File: config.mk
export PLATFORM = sky130hd
export DESIGN_NAME = uart_tx_arbiter
export DESIGN_NICKNAME = d
export VERILOG_FILES = /design/src/rtl/uart_tx_arbiter.sv
export SDC_FILE = /design/constraint.sdc
export NUM_CORES = 1
export LEC_CHECK = 0
export BUFFER_PORTS_ARGS = -buffer_cell sky130_fd_sc_hd__buf_2
export CORE_MARGIN = 3
export CORE_UTILIZATION = 35
export CTS_BUF_LIST = sky130_fd_sc_hd__clkbuf_2 sky130_fd_sc_hd__clkbuf_4 sky130_fd_sc_hd__clkbuf_8
export DETAILED_ROUTE_END_ITERATION = 8
export PLACE_DENSITY_LB_ADDON = 0.12
export SYNTH_ARGS = -nofsm -noshare
export SYNTH_HDL_FRONTEND = slang
export SYNTH_SLANG_ARGS = --single-unit
File: constraint.sdc
create_clock -name clk -period 3.7 [get_ports clk]
set_input_delay 0.185 -clock clk [delete_from_list [all_inputs] [get_ports clk]]
set_output_delay 0.185 -clock clk [all_outputs]
set_load 0.01 [all_outputs]
File: src/rtl/uart_tx_arbiter.sv
// ----------------------------------------------------------------------------
// uart_tx_arbiter: round-robin byte arbiter with message lock feeding an 8N1 TX
// Rev 1.0
// ----------------------------------------------------------------------------
`default_nettype none

module uart_tx_arbiter #(
  parameter int NREQ = 2,
  parameter int GW   = (NREQ > 1) ? $clog2(NREQ) : 1
) (
  input  logic              clk,
  input  logic              resetn,
  input  logic [31:0]       cfg_div,
  input  logic [NREQ-1:0]   req_valid,
  input  logic [8*NREQ-1:0] req_data,
  input  logic [NREQ-1:0]   req_last,
  output logic [NREQ-1:0]   req_ready,
  output logic              ser_tx,
  output logic              busy,
  output logic [GW-1:0]     grant_id
);

  typedef enum logic [1:0] {
    S_IDLE  = 2'd0,
    S_START = 2'd1,
    S_DATA  = 2'd2,
    S_STOP  = 2'd3
  } state_t;

  state_t        state_q, state_d;
  logic [GW-1:0] ptr_q, ptr_d;
  logic [GW-1:0] grant_q, grant_d;
  logic          lock_q, lock_d;
  logic [7:0]    data_q, data_d;
  logic [31:0]   div_q, div_d;
  logic [31:0]   cnt_q, cnt_d;
  logic [2:0]    bit_q, bit_d;
  logic          tx_q, tx_d;
  logic          busy_q, busy_d;

  logic [GW-1:0] cand;
  logic [GW-1:0] idx;
  logic          found;
  logic          accept;
  logic [7:0]    cand_data;
  logic [31:0]   div_eff;
  logic          bit_end;

  // Round-robin search starting just after the last grant; a held lock pins the owner.
  always_comb begin
    cand  = ptr_q;
    idx   = ptr_q;
    found = 1'b0;
    if (lock_q) begin
      found = req_valid[ptr_q];
    end else begin
      for (int k = 0; k < NREQ; k++) begin
        idx = (idx == GW'(NREQ - 1)) ? '0 : idx + 1'b1;
        if (!found && req_valid[idx]) begin
          found = 1'b1;
          cand  = idx;
        end
      end
    end
  end

  always_comb begin
    cand_data = 8'h00;
    for (int r = 0; r < NREQ; r++) begin
      if (GW'(r) == cand) begin
        cand_data = req_data[r*8 +: 8];
      end
    end
  end

  // Ready is gated by resetn so no strobe is seen while reset is asserted.
  assign accept  = (state_q == S_IDLE) && found && resetn;
  assign div_eff = (cfg_div < 32'd2) ? 32'd2 : cfg_div;
  assign bit_end = (cnt_q == div_q - 32'd1);

  always_comb begin
    req_ready       = '0;
    req_ready[cand] = accept;
  end

  always_comb begin
    state_d = state_q;
    ptr_d   = ptr_q;
    grant_d = grant_q;
    lock_d  = lock_q;
    data_d  = data_q;
    div_d   = div_q;
    cnt_d   = cnt_q;
    bit_d   = bit_q;
    tx_d    = tx_q;
    busy_d  = busy_q;
    case (state_q)
      S_IDLE: begin
        if (accept) begin
          data_d  = cand_data;
          div_d   = div_eff;
          grant_d = cand;
          ptr_d   = cand;
          lock_d  = ~req_last[cand];
          cnt_d   = 32'd0;
          bit_d   = 3'd0;
          tx_d    = 1'b0;
          busy_d  = 1'b1;
          state_d = S_START;
        end
      end
      S_START: begin
        if (bit_end) begin
          cnt_d   = 32'd0;
          bit_d   = 3'd0;
          tx_d    = data_q[0];
          state_d = S_DATA;
        end else begin
          cnt_d = cnt_q + 32'd1;
        end
      end
      S_DATA: begin
        if (bit_end) begin
          cnt_d = 32'd0;
          if (bit_q == 3'd7) begin
            tx_d    = 1'b1;
            state_d = S_STOP;
          end else begin
            bit_d = bit_q + 3'd1;
            tx_d  = data_q[bit_q + 3'd1];
          end
        end else begin
          cnt_d = cnt_q + 32'd1;
        end
      end
      S_STOP: begin
        if (bit_end) begin
          cnt_d   = 32'd0;
          tx_d    = 1'b1;
          busy_d  = 1'b0;
          state_d = S_IDLE;
        end else begin
          cnt_d = cnt_q + 32'd1;
        end
      end
      default: begin
        tx_d    = 1'b1;
        busy_d  = 1'b0;
        state_d = S_IDLE;
      end
    endcase
  end

  // Pointer resets to the last requester so requester 0 wins the first grant.
  always_ff @(posedge clk or negedge resetn) begin
    if (!resetn) begin
      state_q <= S_IDLE;
      ptr_q   <= GW'(NREQ - 1);
      grant_q <= '0;
      lock_q  <= 1'b0;
      data_q  <= 8'h00;
      div_q   <= 32'd2;
      cnt_q   <= 32'd0;
      bit_q   <= 3'd0;
      tx_q    <= 1'b1;
      busy_q  <= 1'b0;
    end else begin
      state_q <= state_d;
      ptr_q   <= ptr_d;
      grant_q <= grant_d;
      lock_q  <= lock_d;
      data_q  <= data_d;
      div_q   <= div_d;
      cnt_q   <= cnt_d;
      bit_q   <= bit_d;
      tx_q    <= tx_d;
      busy_q  <= busy_d;
    end
  end

  assign ser_tx   = tx_q;
  assign busy     = busy_q;
  assign grant_id = grant_q;

endmodule

`default_nettype wire
Word-level counts from Yosys, hierarchy flattened
Index checks and enable logic that the tools add are counted.
{"block": "classes", "n_addsub": 5, "magnitude_cmp": 7, "n_eq_ne": 11, "n_mux": 46, "bitwise_logic": 2, "n_reduce_logical": 14}
{"op": "$mux W32", "n": 3}
{"op": "$pmux W32 S2", "n": 1}
{"op": "$add A32 B1 Y32 const B", "n": 1}
{"op": "$eq A32 B32 Y1", "n": 1}
{"op": "$lt A32 B2 Y1 const B", "n": 1}
{"op": "$sub A32 B1 Y32 const B", "n": 1}
{"op": "$mux W1", "n": 26}
{"op": "$mux W3", "n": 4}
{"op": "$ne A2 B2 Y1 const B", "n": 6}
{"op": "$mux W2", "n": 5}
{"op": "$reduce_and A5 Y1", "n": 2}
{"op": "$pmux W3 S3", "n": 1}
{"op": "$lt A1 B2 Y1 const B", "n": 4}
{"op": "$mux W8", "n": 1}
{"op": "$pmux W2 S4", "n": 1}
{"op": "$eq A2 B2 Y1 const B", "n": 2}
{"op": "$logic_and A1 B1 Y1", "n": 4}
{"op": "$lt A3 B4 Y1 const B", "n": 1}
{"op": "$pmux W1 S4", "n": 1}
{"op": "$reduce_and A4 Y1", "n": 1}
{"op": "$add A3 B1 Y3 const B", "n": 1}
{"op": "$bmux W1 S3", "n": 1}
{"op": "$eq A3 B3 Y1 const B", "n": 1}
{"op": "$reduce_and A3 Y1", "n": 1}
{"op": "13 further kinds", "n": 14}
{"block": "word_totals", "register_bits": 82, "in_bits": 54, "out_inout_bits": 5, "word_cells": 95}

Depth between registers and ports, before layout
Gate-level depths: netlist of the first run.
{"block": "logic_depth", "depth_word": 15, "depth_mapped": 14}

Worst setup path after synthesis of the first run
OpenSTA, ideal clock, no wires.
{"block": "synth_path", "path_type": "register to register", "start": "register div_q[0]", "end": "register bit_q[0]", "setup_ns": 0.126, "arrival_time_ns": 3.228, "t_required_ns": 3.574, "slack_ns": 0.346, "stages_incl_launch_ff": 13, "path_buffers": 1, "period_less_slack_ns": 3.354, "path_cell_list": "dfrtp_1 > clkbuf_1 > inv_1 > ha_1 > nor4b_1 > nand4_1 > o21a_1 > or3_1 > a21oi_1 > o221ai_1 > or4_4 > mux2_4 > a221o_1"}
{"block": "synth_between", "elab_chain_len": 4, "word_cells_on_any_way": 5, "classes_between": "add/sub (1); eq/ne (3); reduce/logical (1)"}
{"element": "start, declared", "line": "35", "source": "logic [31:0] div_q, div_d;"}
{"element": "start signal, assigned", "line": "173", "source": "div_q <= div_d;"}
{"element": "$sub A32 B1 Y32 *", "line": "79", "source": "assign bit_end = (cnt_q == div_q - 32'd1);"}
{"element": "$eq A32 B32 Y1 *", "line": "79"}
{"element": "$ne A2 B2 Y1 (no line)"}
{"element": "$reduce_and A5 Y1 (no line) *"}
{"element": "end signal, assigned", "line": "175", "source": "bit_q <= bit_d;"}
{"element": "end, declared", "line": "37", "source": "logic [2:0] bit_q, bit_d;"}
Mark *: on every way between the ends. The rest lies on a longest branch, timed or not.
A chain may end at the register's enable or synchronous reset.

Worst setup path in the final report of the first run
Ends and elaborated chain as after synthesis.

==> results.tsv, run 1 <==
stage	metric	value	unit
run_status	status	finished clean	
synthesis	synth-edff-count	0	
place	io_buffer_count	58	
synthesis	syn_area	0.005333	sq mm
die	die_w	129.4	microns
finish	final_common_cell	dfrtp_1	
die	row_count	44	
sta	finalSetupViolCount	0	
sta	worst_slack	277.3	ps
setup_path	cp.arrival	3680	ps
drt	drt_pass1_iterations	4	
clock_network	cts_made_buffers	9	
finish	final_cell_mix	dfrtp_1 (79), nor2_1 (65), buf_2 (57), nand2_1 (38)	
die	io_pins	59	
drt	vias	4376	
clock_network	cts.sinks	82	
setup_path	path_depth	12	
setup_path	slowest_stage	or4_1	
drt	via_per_inst	5.383	
drt	drt_iter0_markers	225	
setup_path	critical_path.max_stage_delay	490	ps
pwr	powerDensity	274.2	mW/mm^2
synthesis	ys_types	64	
pwr	max-vdd-ir-drop	171.9	uV
setup_path	path_cells	inv_1, ha_1, buf_4, nor2b_2, nand2_1, or4_1, a22o_1, a21oi_2, nand4_1, or4_4, mux2_4, a221o_1	
clock_network	insertion_delay	370	ps
sta	period_minus_slack	3423	ps
synthesis	ys_seq_area_share	38.55	%
sta	max_slew_margin	59.43	%
clock_network	cts.path.max_buffers	2	
synthesis	syn-num-nets	627	
global_routing	grt_max_degree	45	
finish	fin_cells	813	
setup_path	cp_max_fo	8	
global_routing	track_usage	17.10	%
die	core	0.01470	sq mm
clock_network	cts_tree	built	
synthesis	synthArstFlopShare	100.0	%
clock_network	clock-root-buffer	clkbuf_8	
die	start_util	36.28	%
sta	rsz0062_at_grt	false	
sta	finalHoldViolCount	0	
finish	syn_to_final_growth	14.36	%
synthesis	synthCells	564	
place	dp.cells	794	
die	die-area	0.01675	sq mm
drt	wl_per_cell	16.79	microns
global_routing	grt_pass1_wl	22340	microns
min_path	min_path_type	input pin to flop	
setup_path	worstReg2RegEnd	bit_q[0]	
place	postPlaceCellArea	0.005849	sq mm
finish	final_area	0.006098	sq mm
setup_path	rr_startpoint	div_q[0]	
place	post-dp-hpwl	10490	microns
setup_path	end_kind	flop	
place	dp_slack	174.0	ps
global_routing	first_global_vias	4175	
finish	multiInputGateArea	0.003122	sq mm
sta	slew_viol_final	0	
global_routing	gr-total-overflow	0	
flow_run	cap_viol_max_count	0	
clock_network	htreeDepth	3	
finish	seqCellArea	0.002056	sq mm
finish	fill_cells	1456	
synthesis	synth-seq-cells	82	
die	die_h	129.4	microns
finish	nets	687	
sta	fmax	292.2	MHz
sta	worstMarginPinSlew	603.9	ps
synthesis	yosysWarnings	0	
clock_network	clk_pin_slew	90	ps
setup_path	crit_type	flop to flop	
synthesis	syn_area_per_cell	9.455	sq um
setup_path	start_kind	flop	
pwr	p_int	0.001306	W
pwr	power.share.clock	42.3	%
sta	period_share	92.51	%
drt	drt-total-wl	13650	microns
drt	drc	0	
setup_path	ff2ff_path_depth	12	
pwr	p_comb_share	4.1	%
pwr	power_switching_share	21.88	%
pwr	p_seq_share	53.6	%
pwr	net-switching-power	0.0003658	W
place	gp_congestion	0.8737	
sta	finalSetupTns	0	ps
min_path	hold_path_end	div_q[10]	
setup_path	required	3960	ps
global_routing	antenna_found_initial	0	
sta	fin_skew	15.75	ps
min_path	hold_path_startpoint	cfg_div[10]	
drt	ant_nets	0	
pwr	leakage	2.731	nW
setup_path	r2r_setup_slack	280	ps
synthesis	synthFlopType	dfrtp_1	
setup_path	cp_top_family	simple AND/OR/NAND/NOR gates	
min_path	worstHoldPathCells	2	
finish	drive_gt1_share	22.89	%
setup_path	critical_path_buf_inv_count	2	
finish	insertedDiodeCount	0	
worst max-delay path by stage:
stage,from,to,slack (ps)
3_3_place_gp,div_q[0],bit_q[0],290
2_1_floorplan,div_q[0],bit_q[0],350
4_1_cts,div_q[0],bit_q[0],140
6_report,div_q[0],bit_q[0],280
5_1_grt,div_q[0],state_q[1],20
3_5_place_dp,div_q[0],bit_q[0],170
layer usage:
layer / vias to the layer above / GRT usage (%) / wire [microns]
li1: 2175 / - / -
met1: 2128 / 23.54 / 6507
met2: 67 / 27.50 / 6565
met3: 6 / 3.957 / 457
met4: 0 / 4.095 / 115
met5: - / 0 / 0
flip-flops by register name (all words and copies together) (netlist names):
signal / cells
lock_q: 1
div_q: 32
ser_tx: 1
grant_id: 1
cnt_q: 32
data_q: 8
busy: 1
bit_q: 3
state_q: 2
ptr_q: 1
per-stage QoR:
stage	util, %	total power (W)	hold WS (ps)
floorplan	-	0.0009250	-110.6
global placement	39.79	0.0009824	348.9
detailed placement	39.79	0.0009838	348.1
CTS	41.33	0.001708	25.82
global route	41.49	0.001749	33.44
finish	41.49	0.001672	56.51
final cells by class:
type	count	share of cell area, %
inverters	14	0.8617
multi-input cells	442	51.19
repair buffers	75	6.935
flip-flops and latches	82	33.71
clock inverters	2	0.5745
clock buffers	14	2.954
well taps	184	3.775
synthesized netlist by cell type, types with 4 or more instances:
master     count  area [sq um]
dfrtp_1       79          1977
nor2_1        65         244.0
nand2_1       38         142.6
xnor2_1       32         280.3
xor2_1        32         280.3
mux2_2        31         349.1
a21oi_1       22         110.1
nor3_1        22         110.1
nand4_1       20         125.1
clkbuf_1      17         63.81
nand3_1       16         80.08
inv_1         14         52.55
nor4_1        14         87.58
o21ai_0       13         65.06
mux2i_1       11         110.1
nand2b_1      10         62.56
ha_1           9         112.6
or3_1          7         43.79
or4_1          7         52.55
a31oi_1        6         37.54
and3_1         6         37.54
a21o_1         5         37.54
buf_2          5         25.02
nand3b_1       5         37.54
nor4_4         5         106.4
and4_1         4         35.03
nor3b_1        4         30.03
nor4b_1        4         35.03
o21a_1         4         30.03
o2bb2ai_1      4         35.03
o31ai_1        4         30.03
cell families after synthesis:
kind of cell / synth area share [%]
XOR/XNOR: 10.51
AND/OR/NAND/NOR: 25.81
AO/OA/AOI/OAI: 9.996
adder cells (fa/ha/maj): 2.112
flip-flops: 38.55
buffers and inverters: 3.285
multiplexers: 9.737
power groups by stage:
stage / Clock, W / Sequential, W / Combinational, W
floorplan: 0 / 0.000913 / 0.0000116
global placement: 0 / 0.000913 / 0.0000693
detailed placement: 0 / 0.000913 / 0.0000706
CTS: 0.000741 / 0.000895 / 0.0000716
global route: 0.000775 / 0.000896 / 0.0000784
finish: 0.000708 / 0.000895 / 0.0000689
repair_timing:
| action | CTS | global route |
|---|---|---|
| setup endpoints to repair | 0 | 23 |
| setup buffers | 0 | 2 |
| resized for setup | 0 | 2 |
| hold buffers | 1 | 0 |
| hold endpoints to repair | 38 | 0 |
Power figures use the tool's default switching activity.
==> inputs of run 2 (changes only) <==
- CORE_UTILIZATION: 35 -> 40
- SKIP_CTS_REPAIR_TIMING: default -> 1
==> results.tsv, run 2 (synthesized netlist as in run 1, its figures left out) <==
stage	metric	value	unit
run_status	status	finished clean	
clock_network	insertion_delay	380	ps
clock_network	cts_tree	built	
place	post-dp-hpwl	10150	microns
clock_network	clk_pin_slew	90	ps
setup_path	path_cells	nor4_4, nand4_4, or4_1, a22o_1, nor4_1, nand4_1, nor3_2, buf_4, mux2_2, o211ai_1	
place	io_buffer_count	58	
drt	drt-total-wl	13420	microns
finish	drive_gt1_share	23.22	%
setup_path	cp.arrival	3740	ps
global_routing	track_usage	19.60	%
die	core	0.01282	sq mm
drt	drc	0	
global_routing	grt_pass1_wl	22670	microns
setup_path	critical_path_buf_inv_count	1	
clock_network	cts_made_buffers	9	
finish	final_cell_mix	dfrtp_1 (79), nor2_1 (65), buf_2 (57), nand2_1 (38)	
place	gp_congestion	0.8970	
finish	nets	691	
sta	fin_skew	10.80	ps
sta	slew_viol_final	0	
global_routing	first_global_vias	4504	
flow_run	cap_viol_max_count	0	
die	die_w	121.5	microns
drt	ant_nets	0	
die	io_pins	59	
clock_network	htreeDepth	3	
drt	drt_pass1_iterations	5	
sta	period_minus_slack	3443	ps
drt	wl_per_cell	16.67	microns
sta	finalSetupViolCount	0	
clock_network	cts.path.max_buffers	2	
finish	final_common_cell	dfrtp_1	
drt	via_per_inst	5.481	
finish	syn_to_final_growth	15.18	%
sta	finalSetupTns	0	ps
drt	vias	4412	
drt	drt_iter0_markers	245	
sta	max_slew_margin	56.87	%
setup_path	critical_path.max_stage_delay	570	ps
place	dp.cells	785	
setup_path	cp_max_fo	10	
global_routing	grt_max_degree	58	
setup_path	start_kind	flop	
setup_path	crit_type	flop to flop	
die	die-area	0.01475	sq mm
pwr	leakage	2.761	nW
pwr	powerDensity	281.5	mW/mm^2
die	start_util	41.58	%
setup_path	cp_top_family	simple AND/OR/NAND/NOR gates	
global_routing	gr-total-overflow	0	
die	die_h	121.5	microns
pwr	max-vdd-ir-drop	197.2	uV
finish	insertedDiodeCount	0	
sta	worstMarginPinSlew	647.0	ps
sta	finalHoldViolCount	0	
clock_network	cts.sinks	82	
finish	fin_cells	805	
global_routing	antenna_found_initial	0	
setup_path	end_kind	flop	
clock_network	clock-root-buffer	clkbuf_8	
setup_path	required	4000	ps
sta	fmax	290.5	MHz
min_path	min_path_type	input pin to flop	
sta	period_share	93.04	%
finish	reg.largest.list	cnt_q x32, div_q x32, data_q x8	
setup_path	slowest_stage	or4_1	
die	row_count	41	
[run 2: power breakdown]
part	switching (W)	internal, W
logic	0.0000383	0.0000289
registers	0	0.000895
clock network	0.000346	0.000420
[run 2: tightest hold or removal path, stage by stage]
cell and delay [ps]:
buf_2 90, nand2_1 50, o21ai_0 70
[run 2: layout make-up]
class                      count  area [sq um]
inverter                      14         52.55
tap                          172         215.2
clock buffer                  11         151.4
sequential                    82          2056
fill                        1221          6683
clock inverter                 5         86.33
timing repair buffer          79         452.9
multi-input combinational    442          3128
[run 2: path summary, 6_finish.rpt]
check / start / slack, ps / cells past startpoint / endpoint
setup reg to reg: div_q[6] / 260 / 10 / state_q[1]
hold / removal: cfg_div[29] / 40 / 3 / div_q[29]
min in group asynchronous: resetn / 460 / 3 / cnt_q[12]
max in group asynchronous: resetn / 2230 / 4 / cnt_q[9]
hold reg to reg: bit_q[1] / 510 / 1 / bit_q[1]
setup / recovery: div_q[6] / 260 / 10 / state_q[1]
[run 2: stage by stage]
stage	hold WS [ps]	cell area, sq um	util [%]	worst slack (ps)	power [W]
after floorplan	-110.6	5333	-	345.9	0.0009250
after global placement	330.2	5857	45.67	279.1	0.0009808
after detailed placement	342.7	5857	45.67	164.3	0.0009823
after CTS	-80.79	6095	47.52	143.6	0.001760
after global routing	23.69	6142	47.89	-50.46	0.001804
final	42.21	6142	47.89	257.4	0.001729
[run 2: routing by layer]
metal  share of wire [%]  global-route usage (%)  vias up
met4                 1.8                   5.672        0
met1                  46                   26.14     2139
met2                  47                   31.47       76
met3                 4.5                   5.035       16
met5                   0                       0        -
li1                    -                       -     2181
